===== config.mk =====
export PLATFORM = sky130hd
export DESIGN_NAME = demux_rr_sequencer
export DESIGN_NICKNAME = d
export VERILOG_FILES = /design/src/rtl/demux_ctrl_pkg.sv /design/src/rtl/rr_pick.sv /design/src/rtl/demux_rr_sequencer.sv
export SDC_FILE = /design/constraint.sdc
export NUM_CORES = 2
export LEC_CHECK = 0
export ABC_AREA = 1
export BUFFER_PORTS_ARGS = -buffer_cell sky130_fd_sc_hd__buf_2
export CAP_MARGIN = 20
export CELL_PAD_IN_SITES_DETAIL_PLACEMENT = 1
export CELL_PAD_IN_SITES_GLOBAL_PLACEMENT = 1
export CORE_AREA = 2 2 416 418
export CTS_BUF_LIST = sky130_fd_sc_hd__clkbuf_8 sky130_fd_sc_hd__clkbuf_16
export DETAILED_ROUTE_END_ITERATION = 10
export DIE_AREA = 0 0 418 420
export HOLD_SLACK_MARGIN = 0.12
export PLACE_DENSITY_LB_ADDON = 0.05
export SLEW_MARGIN = 10
export SYNTH_ARGS = -nofsm -noshare
export SYNTH_HDL_FRONTEND = slang
export SYNTH_SLANG_ARGS = --single-unit

===== constraint.sdc =====
create_clock -name clk -period 75.8 [get_ports clk]
set_input_delay 15.16 -clock clk [delete_from_list [all_inputs] [get_ports clk]]
set_output_delay 15.16 -clock clk [all_outputs]
set_load 0.01 [all_outputs]

===== src/rtl/demux_ctrl_pkg.sv =====
// Shared types and elaboration-time helpers for the round-robin demux sequencer.
package demux_ctrl_pkg;

  typedef enum logic [1:0] {
    StIdle,
    StSetup,
    StHold,
    StGap
  } state_e;

  function automatic int unsigned clog2(input int unsigned v);
    int unsigned r;
    int unsigned x;
    r = 0;
    x = 1;
    while (x < v) begin
      x = x << 1;
      r++;
    end
    return r;
  endfunction

  function automatic int unsigned max2(input int unsigned a, input int unsigned b);
    return (a > b) ? a : b;
  endfunction

  function automatic int unsigned num_out(input int unsigned sel_w);
    return 32'd1 << sel_w;
  endfunction

endpackage


===== src/rtl/rr_pick.sv =====
// Rotating priority encoder: first set request strictly after last_i, wrapping through last_i.
module rr_pick
  import demux_ctrl_pkg::*;
#(
  parameter int unsigned SEL_W = 3,
  localparam int unsigned NUM_OUT = num_out(SEL_W)
) (
  input  logic [NUM_OUT-1:0] req_i,
  input  logic [SEL_W-1:0]   last_i,
  output logic               any_o,
  output logic [SEL_W-1:0]   idx_o
);

  logic [NUM_OUT-1:0]   mask;
  logic [2*NUM_OUT-1:0] dbl;
  logic                 found;

  // Lower half holds requests above last; upper half is the wrapped search including last.
  always_comb begin
    mask = '0;
    for (int i = 0; i < int'(NUM_OUT); i++) begin
      mask[i] = (i > int'(last_i));
    end
    dbl = {req_i, req_i & mask};
  end

  always_comb begin
    idx_o = '0;
    found = 1'b0;
    for (int i = 0; i < int'(2 * NUM_OUT); i++) begin
      if (!found && dbl[i]) begin
        found = 1'b1;
        idx_o = SEL_W'(i);
      end
    end
  end

  assign any_o = |req_i;

endmodule


===== src/rtl/demux_rr_sequencer.sv =====
// Round-robin scheduler driving a shared demux tree with a setup/hold/gap sequence per grant.
module demux_rr_sequencer
  import demux_ctrl_pkg::*;
#(
  parameter int unsigned SEL_W    = 9,
  parameter int unsigned HOLD_CYC = 4,
  parameter int unsigned GAP_CYC  = 1,
  localparam int unsigned NUM_OUT = num_out(SEL_W)
) (
  input  logic               clk,
  input  logic               rst_n,
  input  logic               en,
  input  logic [NUM_OUT-1:0] req,
  input  logic [NUM_OUT-1:0] req_data,
  output logic [SEL_W-1:0]   demux_sel,
  output logic               demux_in,
  output logic               busy,
  output logic [SEL_W-1:0]   grant_idx,
  output logic               done,
  output logic [SEL_W-1:0]   done_idx
);

  localparam int unsigned CntW = clog2(max2(max2(HOLD_CYC, GAP_CYC), 2));
  localparam logic [CntW-1:0] HoldInit = CntW'(HOLD_CYC - 32'd1);
  localparam logic [CntW-1:0] GapInit  = CntW'((GAP_CYC > 0) ? GAP_CYC - 32'd1 : 32'd0);

  state_e            state_q, state_d;
  logic [CntW-1:0]   cnt_q, cnt_d;
  logic [SEL_W-1:0]  sel_q, sel_d;
  logic [SEL_W-1:0]  last_q, last_d;
  logic              data_q, data_d;
  logic              demux_in_q, demux_in_d;
  logic              busy_q, busy_d;
  logic              done_q, done_d;
  logic [SEL_W-1:0]  done_idx_q, done_idx_d;

  logic              pick_any;
  logic [SEL_W-1:0]  pick_idx;

  rr_pick #(
    .SEL_W(SEL_W)
  ) u_rr_pick (
    .req_i (req),
    .last_i(last_q),
    .any_o (pick_any),
    .idx_o (pick_idx)
  );

  always_ff @(posedge clk or negedge rst_n) begin
    if (!rst_n) begin
      state_q    <= StIdle;
      cnt_q      <= '0;
      sel_q      <= '0;
      last_q     <= '1;
      data_q     <= 1'b0;
      demux_in_q <= 1'b0;
      busy_q     <= 1'b0;
      done_q     <= 1'b0;
      done_idx_q <= '0;
    end else begin
      state_q    <= state_d;
      cnt_q      <= cnt_d;
      sel_q      <= sel_d;
      last_q     <= last_d;
      data_q     <= data_d;
      demux_in_q <= demux_in_d;
      busy_q     <= busy_d;
      done_q     <= done_d;
      done_idx_q <= done_idx_d;
    end
  end

  // Select and latched data only move in IDLE, where demux_in is already low.
  always_comb begin
    state_d = state_q;
    cnt_d   = cnt_q;
    sel_d   = sel_q;
    last_d  = last_q;
    data_d  = data_q;
    unique case (state_q)
      StIdle: begin
        if (en && pick_any) begin
          sel_d   = pick_idx;
          last_d  = pick_idx;
          data_d  = req_data[pick_idx];
          state_d = StSetup;
        end
      end
      StSetup: begin
        state_d = StHold;
        cnt_d   = HoldInit;
      end
      StHold: begin
        if (cnt_q == '0) begin
          if (GAP_CYC == 0) begin
            state_d = StIdle;
          end else begin
            state_d = StGap;
            cnt_d   = GapInit;
          end
        end else begin
          cnt_d = cnt_q - 1'b1;
        end
      end
      StGap: begin
        if (cnt_q == '0) begin
          state_d = StIdle;
        end else begin
          cnt_d = cnt_q - 1'b1;
        end
      end
      default: state_d = StIdle;
    endcase
  end

  // Outputs are registered from the next-state view so they align with the state they describe.
  always_comb begin
    demux_in_d = (state_d == StHold) ? data_d : 1'b0;
    busy_d     = (state_d != StIdle);
    done_d     = (state_d == StHold) && (cnt_d == '0);
    done_idx_d = done_d ? sel_d : done_idx_q;
  end

  assign demux_sel = sel_q;
  assign grant_idx = sel_q;
  assign demux_in  = demux_in_q;
  assign busy      = busy_q;
  assign done      = done_q;
  assign done_idx  = done_idx_q;

endmodule


==> results.sh <==
export IMPL_min_period_ns=70.51
export IMPL_ir_drop_mv=0.06141
export IMPL_first_iter_violations=4278
export IMPL_power_internal_w=0.0006467
export IMPL_synthArstFlopShare=1.000
export IMPL_cts_hold_buf=0
export IMPL_fin_area_um2=47410
export IMPL_timing_max_cap_violations=0
export IMPL_critPathMaxFanout=11
export IMPL_cp_slowest_cell="nand3_4"
export IMPL_start_util=0.2278
export IMPL_synth_largest_area_cell="inv_1"
export IMPL_drt_wl_total_um=301800
export IMPL_worstMarginPinSlew_ns=1.211
export IMPL_layout_nets=9259
export IMPL_dr_pass1_iters=6
export IMPL_grt_pass1_wl_um=413600
export IMPL_hold_viol=0
export IMPL_area_growth_pct=21.75
export IMPL_fin_crit_sh=0.9302
export IMPL_grt_overflow_total=0
export IMPL_slew_viol_final=0
export IMPL_grt_max_degree=136
export IMPL_synth_fp_nets=8221
export IMPL_fin_skew_ns=0.01743
export IMPL_io_pins=1057
export IMPL_post_synth_num_cell_types=91
export IMPL_final_cells=10540
export IMPL_post_route_util=0.2773
export IMPL_finalWeightedCongestion=1.004
export IMPL_die_width_um=418
export IMPL_fmax_mhz=14.18
export IMPL_cp_end_kind="register"
export IMPL_critPathTopFamily="simple AND/OR/NAND/NOR gates"
export IMPL_drc=0
export IMPL_numCtsBuffers=5
export IMPL_cts_num_sinks=35
export IMPL_synth_seq_cells=35
export IMPL_postRouteAntennaNets=0
export IMPL_relSlewSlack=0.1850
export IMPL_rows=152
export IMPL_whs_ns=0.4786
export IMPL_critical_path_required_ns=76.00
export IMPL_vias=57230
export IMPL_synth_main_ff_cell="dfrtp_1"
export IMPL_cpPeakStageDelay_ns=0.29
export IMPL_die_h_um=420
export IMPL_setup_viol=0
export IMPL_portBuffers=1056
export IMPL_dieArea_um2=175600
export IMPL_grt_pass1_vias=56580
export IMPL_vias_per_cell=5.433
export IMPL_hpwlAfterDp_um=255700
export IMPL_clockBufferDepth=2
export IMPL_syn_area_per_cell_um2=5.413
export IMPL_placed_cell_area_um2=45920
export IMPL_n_fill_cell=23160
export IMPL_htreeDepth=2
export IMPL_gr_usage_all_layers=0.3228
export IMPL_synth_seq_area_share=0.02278
export IMPL_cts_tree="done"
export IMPL_synth_area_leaders="inv_1, nand3_1, nor2_1, nand2_1, nand4_1"
export IMPL_cts_root_buf="clkbuf_16"
export IMPL_synth_edff_count=0
export IMPL_path_buf_inv=81
export IMPL_rsz0062_at_grt="yes"
export IMPL_yosysWarningCount=0
export IMPL_clk_pin_slew_ns=0.06
export IMPL_coreArea_um2=171000
export IMPL_switching_share=0.6943
export IMPL_power_density_nw_per_um2=44.62
export IMPL_status="completed"
export IMPL_syn_area_um2=38940
export IMPL_dp_cells=10390
export IMPL_cp_data_arrival_time_ns=70.71
export IMPL_path_class="in2reg"
export IMPL_power_frac_comb=0.972
export IMPL_layout_commonest_cell="inv_1"
export IMPL_hold_path_class="reg2reg"
export IMPL_synthCells=7194
export IMPL_switchingPower_w=0.001469
export IMPL_critPathMostFrequentCell="nor2_4"
export IMPL_cp_start_kind="primary input"
export IMPL_p_seq_frac=0.018
export IMPL_wl_per_cell_um=28.65
export IMPL_drive_gt1_frac=0.2381
export IMPL_clockPowerShare=0.011
export IMPL_leakage_nw=24.55
export IMPL_antenna_found_initial=118
export IMPL_layout_common_cells="inv_1, buf_2, nor2_1, nand2_1, nand3_1"
export IMPL_clk_latency_ns=0.31
export IMPL_synth_top_area_frac=0.1427
[final timing paths]
check | from | to | slack, ns | depth (start not counted)
worst max-delay path | req[3] | demux_in$_DFF_PN0_ | 5.29 | 473
worst min-delay path | done_idx[7]$_DFFE_PN0P_ | done_idx[7]$_DFFE_PN0P_ | 0.48 | 2
worst max register to register | last_q[6]$_DFFE_PN1P_ | demux_in$_DFF_PN0_ | 18.16 | 474
worst min register to register | done_idx[7]$_DFFE_PN0P_ | done_idx[7]$_DFFE_PN0P_ | 0.48 | 2
max in group asynchronous | rst_n | done$_DFF_PN0_ | 60.39 | 2
min in group asynchronous | rst_n | done_idx[4]$_DFFE_PN0P_ | 14.99 | 2
[through the flow]
step | setup WS, ns | TNS, ns | power [W]
final | 5.289 | 0 | 0.002116
after CTS | 3.639 | 0 | 0.001939
after global routing | -0.1895 | -0.2851 | 0.002275
after floorplan | 13.14 | 0 | 0.001371
after detailed placement | 3.445 | 0 | 0.001909
after global placement | 5.404 | 0 | 0.001905
[cell usage after synthesis, types with 48 or more instances]
master,count
inv_1,1480
nor2_1,1031
nand2_1,938
nand3_1,794
nor3_1,361
o21ai_0,302
nand4_1,292
a21oi_1,281
nor4_1,133
nand2_2,132
a31oi_1,126
nor2_2,119
nand4_2,88
o211ai_1,80
o2111ai_1,72
nor2_4,71
inv_4,59
nor2_8,48
[layer usage]
layer / vias to the layer above / track usage / wire length [µm]
li1: 26580 / - / -
met1: 28270 / 0.4167 / 130600
met2: 1967 / 0.5503 / 142900
met3: 394 / 0.02876 / 15430
met4: 26 / 0.1292 / 12730
met5: - / 0 / 169
[flip-flops by register name (all words and copies together), names as in the netlist]
| name | cells |
|---|---|
| data_q | 1 |
| busy | 1 |
| demux_sel | 9 |
| last_q | 9 |
| done_idx | 9 |
| demux_in | 1 |
| done | 1 |
| cnt_q | 2 |
| state_q | 2 |
[final cells by class]
class                           instances  area [µm²]  area share
Multi-Input combinational cell       5385       30460      0.6425
Timing Repair Buffer                 1209        6728      0.1419
Inverter                             1596        6228      0.1314
Tap cell                             2233        2794     0.05893
Sequential cell                        35       887.1     0.01871
Antenna cell                           69       172.7    0.003642
Clock buffer                            5       125.1    0.002639
Clock inverter                          3       16.27   0.0003431
[power groups by stage]
stage	Clock [W]	Combinational, W	Sequential [W]
2_1_floorplan	0	0.00134	0.0000322
3_5_place_dp	0	0.00187	0.0000375
5_1_grt	0.0000233	0.00221	0.0000381
6_report	0.0000224	0.00206	0.0000374
3_3_place_gp	0	0.00187	0.0000377
4_1_cts	0.0000231	0.00188	0.0000374
[logic make-up (layout without fill, tap and decap cells)]
group | Yosys count | after routing | share of synthesized area
simple gates | 4220 | 4226 | 0.5777
buf+inv | 1780 | 2813 | 0.2082
compound gates | 1159 | 1159 | 0.1914
flops | 35 | 35 | 0.02278
other cells | 0 | 69 | 0
[worst register-to-register path: cells and delay by family, from the launching register on]
kind / cells / cell delay [ns]
AND/OR/NAND/NOR: 391 / 49.44
buffers and inverters: 82 / 7.14
flip-flops: 1 / 0.88
AO/OA/AOI/OAI: 1 / 0.06
[timing repair]
action,CTS,global route
setup endpoints to repair,0,29
gates resized for setup,0,127
buffers inserted,0,54
No activity file was read; power rests on OpenSTA's default activity.
